## config.mk

```make
export PLATFORM = sky130hd
export DESIGN_NAME = obf_key_loader
export DESIGN_NICKNAME = d
export VERILOG_FILES = /design/src/rtl/obf_key_pkg.sv /design/src/rtl/obf_key_shreg.sv /design/src/rtl/obf_key_loader.sv
export SDC_FILE = /design/constraint.sdc
export NUM_CORES = 1
export LEC_CHECK = 0
export CAP_MARGIN = 20
export CORE_UTILIZATION = 59
export DETAILED_ROUTE_END_ITERATION = 8
export PLACE_DENSITY = 0.84
export SLEW_MARGIN = 20
export SYNTH_ARGS = -nofsm -noshare
export SYNTH_HDL_FRONTEND = slang
export SYNTH_HIERARCHICAL = 1
export SYNTH_SLANG_ARGS = --single-unit
```

## constraint.sdc

```tcl
create_clock -name clk -period 4.2 [get_ports clk]
set_input_delay 1.05 -clock clk [delete_from_list [all_inputs] [get_ports clk]]
set_output_delay 1.05 -clock clk [all_outputs]
set_load 0.02 [all_outputs]
```

## src/rtl/obf_key_pkg.sv

```systemverilog
// rtl/obf_key_pkg.sv - shared types and constants for the obfuscation key loader
package obf_key_pkg;

    localparam int KEY_W_DEF = 12;

    // Value held on the key bus until a key is committed: every site forced to 0
    localparam logic [KEY_W_DEF-1:0] SAFE_KEY_DEF = {KEY_W_DEF{1'b1}};

    // Two key bits per obfuscated site, {D_2k+1, D_2k}; the loader never decodes these
    typedef enum logic [1:0] {
        SITE_PASS   = 2'b00,
        SITE_FORCE1 = 2'b01,
        SITE_INVERT = 2'b10,
        SITE_FORCE0 = 2'b11
    } site_mode_e;

    typedef enum logic [2:0] {
        ST_IDLE   = 3'd0,
        ST_SHIFT  = 3'd1,
        ST_CHECK  = 3'd2,
        ST_LOCKED = 3'd3,
        ST_FAIL   = 3'd4,
        ST_DEAD   = 3'd5
    } state_e;

endpackage

```

## src/rtl/obf_key_shreg.sv

```systemverilog
// rtl/obf_key_shreg.sv - indexed key capture register with running parity
module obf_key_shreg #(
    parameter int KEY_W = 12,
    parameter int CW    = $clog2(KEY_W + 1)
) (
    input  logic             clk,
    input  logic             rst_n,
    input  logic             clear_i,
    input  logic             we_i,
    input  logic [CW-1:0]    idx_i,
    input  logic             bit_i,
    output logic [KEY_W-1:0] data_o,
    output logic             par_o
);

    logic [KEY_W-1:0] data_q, data_d;
    logic             par_q, par_d;

    // Place the incoming bit at its index; the parity bit (index KEY_W) only feeds parity
    always_comb begin
        data_d = data_q;
        par_d  = par_q;
        if (clear_i) begin
            data_d = '0;
            par_d  = 1'b0;
        end else if (we_i) begin
            for (int i = 0; i < KEY_W; i++) begin
                if (idx_i == CW'(i)) begin
                    data_d[i] = bit_i;
                end
            end
            par_d = par_q ^ bit_i;
        end
    end

    // Capture register and running parity
    always_ff @(posedge clk or negedge rst_n) begin
        if (!rst_n) begin
            data_q <= '0;
            par_q  <= 1'b0;
        end else begin
            data_q <= data_d;
            par_q  <= par_d;
        end
    end

    assign data_o = data_q;
    assign par_o  = par_q;

endmodule

```

## src/rtl/obf_key_loader.sv

```systemverilog
// rtl/obf_key_loader.sv - serial key loader with parity check, retry limit and lockout
module obf_key_loader
    import obf_key_pkg::*;
#(
    parameter int               KEY_W     = KEY_W_DEF,
    parameter int               MAX_TRIES = 3,
    parameter logic [KEY_W-1:0] SAFE_KEY  = {KEY_W{1'b1}}
) (
    input  logic             clk,
    input  logic             rst_n,
    input  logic             start_i,
    input  logic             bit_i,
    input  logic             valid_i,
    output logic             ready_o,
    output logic [KEY_W-1:0] key_o,
    output logic             locked_o,
    output logic             err_o,
    output logic             dead_o
);

    localparam int CW = $clog2(KEY_W + 1);
    localparam int TW = $clog2(MAX_TRIES + 1);

    state_e           state_q, state_d;
    logic [CW-1:0]    cnt_q, cnt_d;
    logic [TW-1:0]    tries_q, tries_d;
    logic [TW-1:0]    tries_inc;
    logic [KEY_W-1:0] key_q, key_d;
    logic             err_q, err_d;
    logic             ready_q, ready_d;
    logic             sh_clear, sh_we;
    logic [KEY_W-1:0] sh_data;
    logic             sh_par;

    assign tries_inc = tries_q + 1'b1;

    obf_key_shreg #(
        .KEY_W (KEY_W),
        .CW    (CW)
    ) u_shreg (
        .clk     (clk),
        .rst_n   (rst_n),
        .clear_i (sh_clear),
        .we_i    (sh_we),
        .idx_i   (cnt_q),
        .bit_i   (bit_i),
        .data_o  (sh_data),
        .par_o   (sh_par)
    );

    // Next-state logic: frame sequencing, parity verdict and retry accounting
    always_comb begin
        state_d  = state_q;
        cnt_d    = cnt_q;
        tries_d  = tries_q;
        key_d    = key_q;
        err_d    = err_q;
        sh_clear = 1'b0;
        sh_we    = 1'b0;
        unique case (state_q)
            ST_IDLE, ST_FAIL: begin
                if (start_i) begin
                    state_d  = ST_SHIFT;
                    cnt_d    = '0;
                    sh_clear = 1'b1;
                    err_d    = 1'b0;
                end
            end
            ST_SHIFT: begin
                if (start_i) begin
                    // Restart drops the partial frame without costing a try
                    cnt_d    = '0;
                    sh_clear = 1'b1;
                    err_d    = 1'b0;
                end else if (valid_i) begin
                    sh_we = 1'b1;
                    if (cnt_q == CW'(KEY_W)) begin
                        state_d = ST_CHECK;
                    end else begin
                        cnt_d = cnt_q + 1'b1;
                    end
                end
            end
            ST_CHECK: begin
                if (!sh_par) begin
                    state_d = ST_LOCKED;
                    key_d   = sh_data;
                end else begin
                    tries_d = tries_inc;
                    err_d   = 1'b1;
                    state_d = (tries_inc >= TW'(MAX_TRIES)) ? ST_DEAD : ST_FAIL;
                end
            end
            ST_LOCKED, ST_DEAD: begin
                state_d = state_q;
            end
            default: begin
                state_d = ST_IDLE;
            end
        endcase
        ready_d = (state_d == ST_SHIFT);
    end

    // State and output registers; key bus returns to the safe value asynchronously
    always_ff @(posedge clk or negedge rst_n) begin
        if (!rst_n) begin
            state_q <= ST_IDLE;
            cnt_q   <= '0;
            tries_q <= '0;
            key_q   <= SAFE_KEY;
            err_q   <= 1'b0;
            ready_q <= 1'b0;
        end else begin
            state_q <= state_d;
            cnt_q   <= cnt_d;
            tries_q <= tries_d;
            key_q   <= key_d;
            err_q   <= err_d;
            ready_q <= ready_d;
        end
    end

    assign ready_o  = ready_q;
    assign key_o    = key_q;
    assign err_o    = err_q;
    assign locked_o = (state_q == ST_LOCKED);
    assign dead_o   = (state_q == ST_DEAD);

endmodule

```

==> results of run 1 <==
## registers in the layout, summed over array words and instances, names as in the netlist
signal and count:
u_shreg/data_o 12, err_o 1, ready_o 1, tries_q 2, state_q 3, u_shreg/par_o 1
key_o 12, cnt_q 4
## layout make-up
class,instances,area share [%]
clock inverter,1,0.247
inverter,6,1.11
tap,31,1.92
multi-input combinational,102,39.0
sequential,36,45.3
clock buffer,7,2.23
timing repair buffer,21,10.3
## worst paths after layout
path	start	depth (start not counted)	end	slack, ns
max	state_q[0]	3	dead_o	1.33
min	tries_q[0]	1	tries_q[0]	0.49
max reg2reg	state_q[2]	4	u_shreg/data_o[11]	2.12
min reg2reg	tries_q[0]	1	tries_q[0]	0.49
max in group asynchronous	rst_n	2	key_o[3]	2.75
min in group asynchronous	rst_n	2	u_shreg/data_o[8]	1.11
## cell usage after synthesis, drive strengths merged, types with 2 or more instances
library cell	n	share of area (%)
o211ai	2	0.85
a21oi	2	0.57
nand3	2	0.57
a22o	2	0.99
buf	4	1.6
and2b	2	0.85
and3b	3	1.6
ha	3	2.1
nand2b	15	5.3
dfrtp	24	34
nor3	2	0.57
nor2	4	0.85
xnor2	2	0.99
mux2	13	8.3
inv	6	1.3
mux2i	13	7.4
o21ai	3	0.85
nand2	18	3.8
clkbuf	2	0.43
dfstp	12	18
nor3b	3	1.8
## routing by layer
layer | routed length [µm] | GRT usage [%]
met5 | 0 | 0
met4 | 46 | 8.57
met3 | 122 | 6.91
met2 | 1500 | 36.4
met1 | 1380 | 28.1
## worst max-delay path, cell delays in order, from the launching register on
cell             delay, ns
dfrtp_1               0.56
inv_1                 0.10
nor3_1                0.20
clkdlybuf4s50_1       0.63
## power by group
| group | internal [mW] | switching [mW] | total, mW |
|---|---|---|---|
| registers | 0.350 | 0.00554 | 0.356 |
| clock network | 0.0652 | 0.110 | 0.175 |
| logic | 0.0149 | 0.0197 | 0.0346 |
## cells by family (layout without fill, tap and decap cells)
logic type | after synthesis | count (layout) | share of synthesized area [%]
and+or+nand+nor | 55 | 55 | 19.4
DFF | 36 | 36 | 52.0
muxes | 26 | 26 | 15.7
AOI/OAI and AO/OA | 15 | 15 | 5.96
buffers and inverters | 12 | 35 | 3.34
adders and majority gates | 3 | 3 | 2.13
xor gates and xnor gates | 3 | 3 | 1.49
## through the flow
| step | setup WS (ns) | hold WS (ns) | instances | area, µm² | utilization, % |
|---|---|---|---|---|---|
| after detailed placement | 1.03 | 0.471 | 196 | 1970 | 70.3 |
| after floorplan | 2.08 | 0.446 | 150 | 1760 | - |
| after CTS | 1.33 | 0.489 | 204 | 2020 | 72.1 |
| after global placement | 1.20 | 0.460 | 196 | 1970 | 70.3 |
| final | 1.33 | 0.486 | 204 | 2020 | 72.1 |
| after global routing | 1.20 | 0.518 | 204 | 2020 | 72.1 |
==> results.sh, run 1 <==
export IMPL_status="complete, but fails checks"
export IMPL_violations="design-rule violations"
export IMPL_cp_arrival_ns=1.82
export IMPL_synthesis_area_mm2=0.00176
export IMPL_pin_count=21
export IMPL_leakage_nw=0.932
export IMPL_crit_path_start_kind="register"
export IMPL_synthCells=150
export IMPL_period_needed_ns=2.87
export IMPL_hp_class="register to register"
export IMPL_worst_pin_slew_ns=0.886
export IMPL_rsz0062_at_grt="no"
export IMPL_die_height_um=56.7
export IMPL_cp_required_ns=3.15
export IMPL_fin_tns_setup_ns=0
export IMPL_ys_types=39
export IMPL_p_total_mw=0.565
export IMPL_grt_use_total_pct=22.4
export IMPL_antenna_found_initial=0
export IMPL_dieArea_mm2=0.00321
export IMPL_relSlewSlack_pct=40.7
export IMPL_seqCellArea_um2=916
export IMPL_port_buffers=20
export IMPL_cts_tree="yes"
export IMPL_synth_warnings=6
export IMPL_multi_input_comb_area_um2=788
export IMPL_worstSkewPairLatency_ns=0.34
export IMPL_postCtsSetupRepairBufs=0
export IMPL_hpwl_um=2090
export IMPL_area_growth_syn_to_layout_pct=14.8
export IMPL_diodes=0
export IMPL_cts_hold_buf=0
export IMPL_ctsResizeCount=0
export IMPL_hold_viol_final=0
export IMPL_synth_fp_nets=158
export IMPL_ant_nets=0
export IMPL_vdd_drop_max_v=0.000191
export IMPL_skew_ns=0.00805
export IMPL_start_util_pct=62.8
export IMPL_ys_seq_elements=36
export IMPL_cts_buffers=5
export IMPL_cts_max_path_buffers=2
export IMPL_max_cap_viol_count=0
export IMPL_rows=19
export IMPL_final_common_cell="dfrtp_1"
export IMPL_drt_initial_drc_count=20
export IMPL_cts_root_buf="clkbuf_4"
export IMPL_synthArstFlopShare_pct=100
export IMPL_die_w_um=56.7
export IMPL_syn_mean_instance_area_um2=11.8
export IMPL_num_fill_cells=203
export IMPL_htreeDepth=2
export IMPL_drv_slew=0
export IMPL_finalSetupViolCount=0
export IMPL_clock_sinks=36
export IMPL_grt_max_degree=37
export IMPL_route_detailed_vias_per_inst=5.71
export IMPL_core_mm2=0.00281
export IMPL_finalCritPeriodShare_pct=68.3
export IMPL_wl_um=3060
export IMPL_final_nets=180
export IMPL_drc=2
export IMPL_final_cell_mix="dfrtp_1 (24), clkdlybuf4s50_1 (20), nand2_1 (18)"
export IMPL_clkSlewWorstSetupHoldPaths_ns=0.10
export IMPL_seq_area_frac_synth_pct=52.0
export IMPL_crit_type="register to output pin"
export IMPL_grt_pass1_wl_um=5300
export IMPL_routabilityCongestion=0.818
export IMPL_grt_overflow=0
export IMPL_drive_above_1_share_pct=23.7
export IMPL_dr_pass1_iters=6
export IMPL_critPathMaxFanout=11
export IMPL_synth_ff_type="dfrtp_1"
export IMPL_grt_pass1_vias=1145
export IMPL_wl_per_cell_um=15.0
export IMPL_synth_edf_count=0
export IMPL_crit_path_end_kind="output pin"
export IMPL_power_density_mw_per_mm2=279
export IMPL_fmax_mhz=349
export IMPL_via_count=1164
No activity file was read; power rests on OpenSTA's default activity.
==> inputs of run 2 (changes only) <==
CORE_UTILIZATION = 55   (was 59)
PLACE_DENSITY = 0.79   (was 0.84)
clock period = 2.7 ns   (was 4.2 ns; I/O delays follow)
==> run 2 against run 1 <==
  * The run now ends clean
  * Final cell count rose by 7.4%
  * Sequential cell count is the same
  * Global-route usage shrank 0.44 points
  * Final area up 2.8%
  * Via count is 0.69% lower
  * Routed wire length increased by 1.2%
  * Hold slack improved by 0.0029 ns
  * First-iteration DRC count increased by 30%
  * Core utilization fell by 4.0 points
  * Total power is 73% higher
  * Register-to-register slack got worse by 1.4 ns
  * Critical endpoint unchanged
  * Largest power group unchanged
  * Highest routed layer unchanged
==> results.sh, run 2 (synthesis results as in run 1) <==
export IMPL_status="completed"
export IMPL_worstSkewPairLatency_ns=0.35
export IMPL_dr_pass1_iters=4
export IMPL_dieArea_mm2=0.00344
export IMPL_hold_viol_final=0
export IMPL_area_growth_syn_to_layout_pct=18.0
export IMPL_routabilityCongestion=0.853
export IMPL_seqCellArea_um2=916
export IMPL_cellInternalPower_mw=0.763
export IMPL_grt_pass1_wl_um=5350
export IMPL_pin_count=21
export IMPL_diodes=0
export IMPL_rows=20
export IMPL_crit_path_start_kind="register"
export IMPL_r2r_start="state_q[0]"
export IMPL_port_buffers=20
export IMPL_r2r_end="u_shreg/data_o[4]"
export IMPL_antenna_found_initial=0
export IMPL_cp_slowest_cell="clkdlybuf4s50_1"
export IMPL_p_seq_share_pct=56.4
export IMPL_worst_pin_slew_ns=0.528
export IMPL_die_height_um=58.6
export IMPL_final_cell_mix="dfrtp_1 (24), clkdlybuf4s50_1 (20), nand2_1 (18)"
export IMPL_power_density_mw_per_mm2=471
export IMPL_clock_sinks=36
export IMPL_route_detailed_vias_per_inst=5.28
export IMPL_drc=0
export IMPL_whs_path_depth=1
export IMPL_grt_use_total_pct=22.0
export IMPL_path_delay_family="buffers and inverters"
export IMPL_vdd_drop_max_v=0.000272
export IMPL_critPathMaxFanout=11
export IMPL_via_count=1156
export IMPL_drv_slew=0
export IMPL_cts_root_buf="clkbuf_4"
export IMPL_wl_um=3090
export IMPL_ctsResizeCount=0
export IMPL_hp_class="register to register"
export IMPL_finalCritPeriodShare_pct=93.8
export IMPL_wl_per_cell_um=14.1
export IMPL_fmax_mhz=395
export IMPL_grt_pass1_vias=1169
export IMPL_start_util_pct=57.7
export IMPL_num_fill_cells=252
export IMPL_cts_max_path_buffers=2
export IMPL_fin_cells=219
export IMPL_timing_final_ws_setup_ns=0.167
export IMPL_p_total_mw=0.980
export IMPL_post_place_ws_ns=0.314
export IMPL_final_common_cell="dfrtp_1"
export IMPL_crit_type="register to output pin"
export IMPL_finalSetupViolCount=0
export IMPL_rsz0062_at_grt="no"
export IMPL_ant_nets=0
export IMPL_relSlewSlack_pct=64.7
export IMPL_drt_initial_drc_count=26
export IMPL_cpPeakStageDelay_ns=0.64
export IMPL_p_comb_share_pct=5.5
export IMPL_leakage_nw=0.955
export IMPL_fin_tns_setup_ns=0
export IMPL_max_cap_viol_count=0
export IMPL_die_w_um=58.6
export IMPL_p_sw_mw=0.218
export IMPL_final_nets=182
export IMPL_drive_above_1_share_pct=25.1
export IMPL_worstRegToRegCells=6
export IMPL_hpwl_um=2180
export IMPL_cts_buffers=5
export IMPL_skew_ns=0.0147
export IMPL_multi_input_comb_area_um2=788
export IMPL_switching_share_pct=22.2
export IMPL_core_mm2=0.00305
export IMPL_grt_overflow=0
export IMPL_crit_path_cell_trace="inv_1, nor3_1, clkdlybuf4s50_1"
export IMPL_worstHoldStart="tries_q[0]"
export IMPL_grt_max_degree=37
export IMPL_cp_arrival_ns=1.86
export IMPL_reg2reg_slack_ns=0.72
export IMPL_cp_num_buf_inv=2
export IMPL_worstSetupStartpoint="state_q[0]"
export IMPL_dp_cells=211
export IMPL_cts_tree="yes"
export IMPL_postCtsSetupRepairBufs=0
export IMPL_worstHoldEndpoint="tries_q[0]"
export IMPL_cts_hold_buf=0
export IMPL_cp_required_ns=2.03
export IMPL_clkSlewWorstSetupHoldPaths_ns=0.12
export IMPL_period_needed_ns=2.53
export IMPL_htreeDepth=2
export IMPL_fin_util_pct=68.2
export IMPL_crit_path_end_kind="output pin"
export IMPL_clkPwrFrac_pct=38.1
## run 2: cell type report
cell class	count	area share, %
multi-input cells	102	37.9
flip-flops and latches	36	44.0
clock inverters	2	1.68
clock buffers	6	1.98
well taps	44	2.65
inverters	6	1.08
repair buffers	23	10.7
## run 2: how the worst max path moves through the flow
stage | endpoint | depth (start not counted)
after floorplan | u_shreg/data_o[0] | 7
after global placement | u_shreg/data_o[8] | 7
after detailed placement | u_shreg/data_o[4] | 7
after CTS | dead_o | 3
after global routing | dead_o | 3
final | dead_o | 3
## run 2: power groups by stage
stage / clock [mW] / sequential [mW] / combinational (mW)
2_1_floorplan: 0 / 0.560 / 0.0302
3_3_place_gp: 0 / 0.562 / 0.0531
3_5_place_dp: 0 / 0.562 / 0.0548
4_1_cts: 0.384 / 0.553 / 0.0546
5_1_grt: 0.407 / 0.554 / 0.0609
6_report: 0.374 / 0.553 / 0.0535
## run 2: through the flow
step | hold WS [ns] | area [µm²]
after floorplan | 0.379 | 1760
after global placement | 0.462 | 2000
after detailed placement | 0.464 | 2000
after CTS | 0.485 | 2080
after global routing | 0.540 | 2080
final | 0.489 | 2080
## run 2: layer usage
| layer | vias up | track usage, % | part of all wire (%) |
|---|---|---|---|
| met4 | 0 | 11.2 | 2.5 |
| met1 | 569 | 26.7 | 45 |
| met5 | - | 0 | 0 |
| met3 | 6 | 6.59 | 3.4 |
| met2 | 17 | 35.6 | 49 |
| li1 | 564 | - | - |
## run 2: worst reg2reg max path, stage by stage, from the launching register on
cell and delay [ns]:
dfrtp_1 0.57, or3b_4 0.45, or2_4 0.26, inv_1 0.11, nor3b_2 0.24, nand2_1 0.10
mux2i_1 0.12
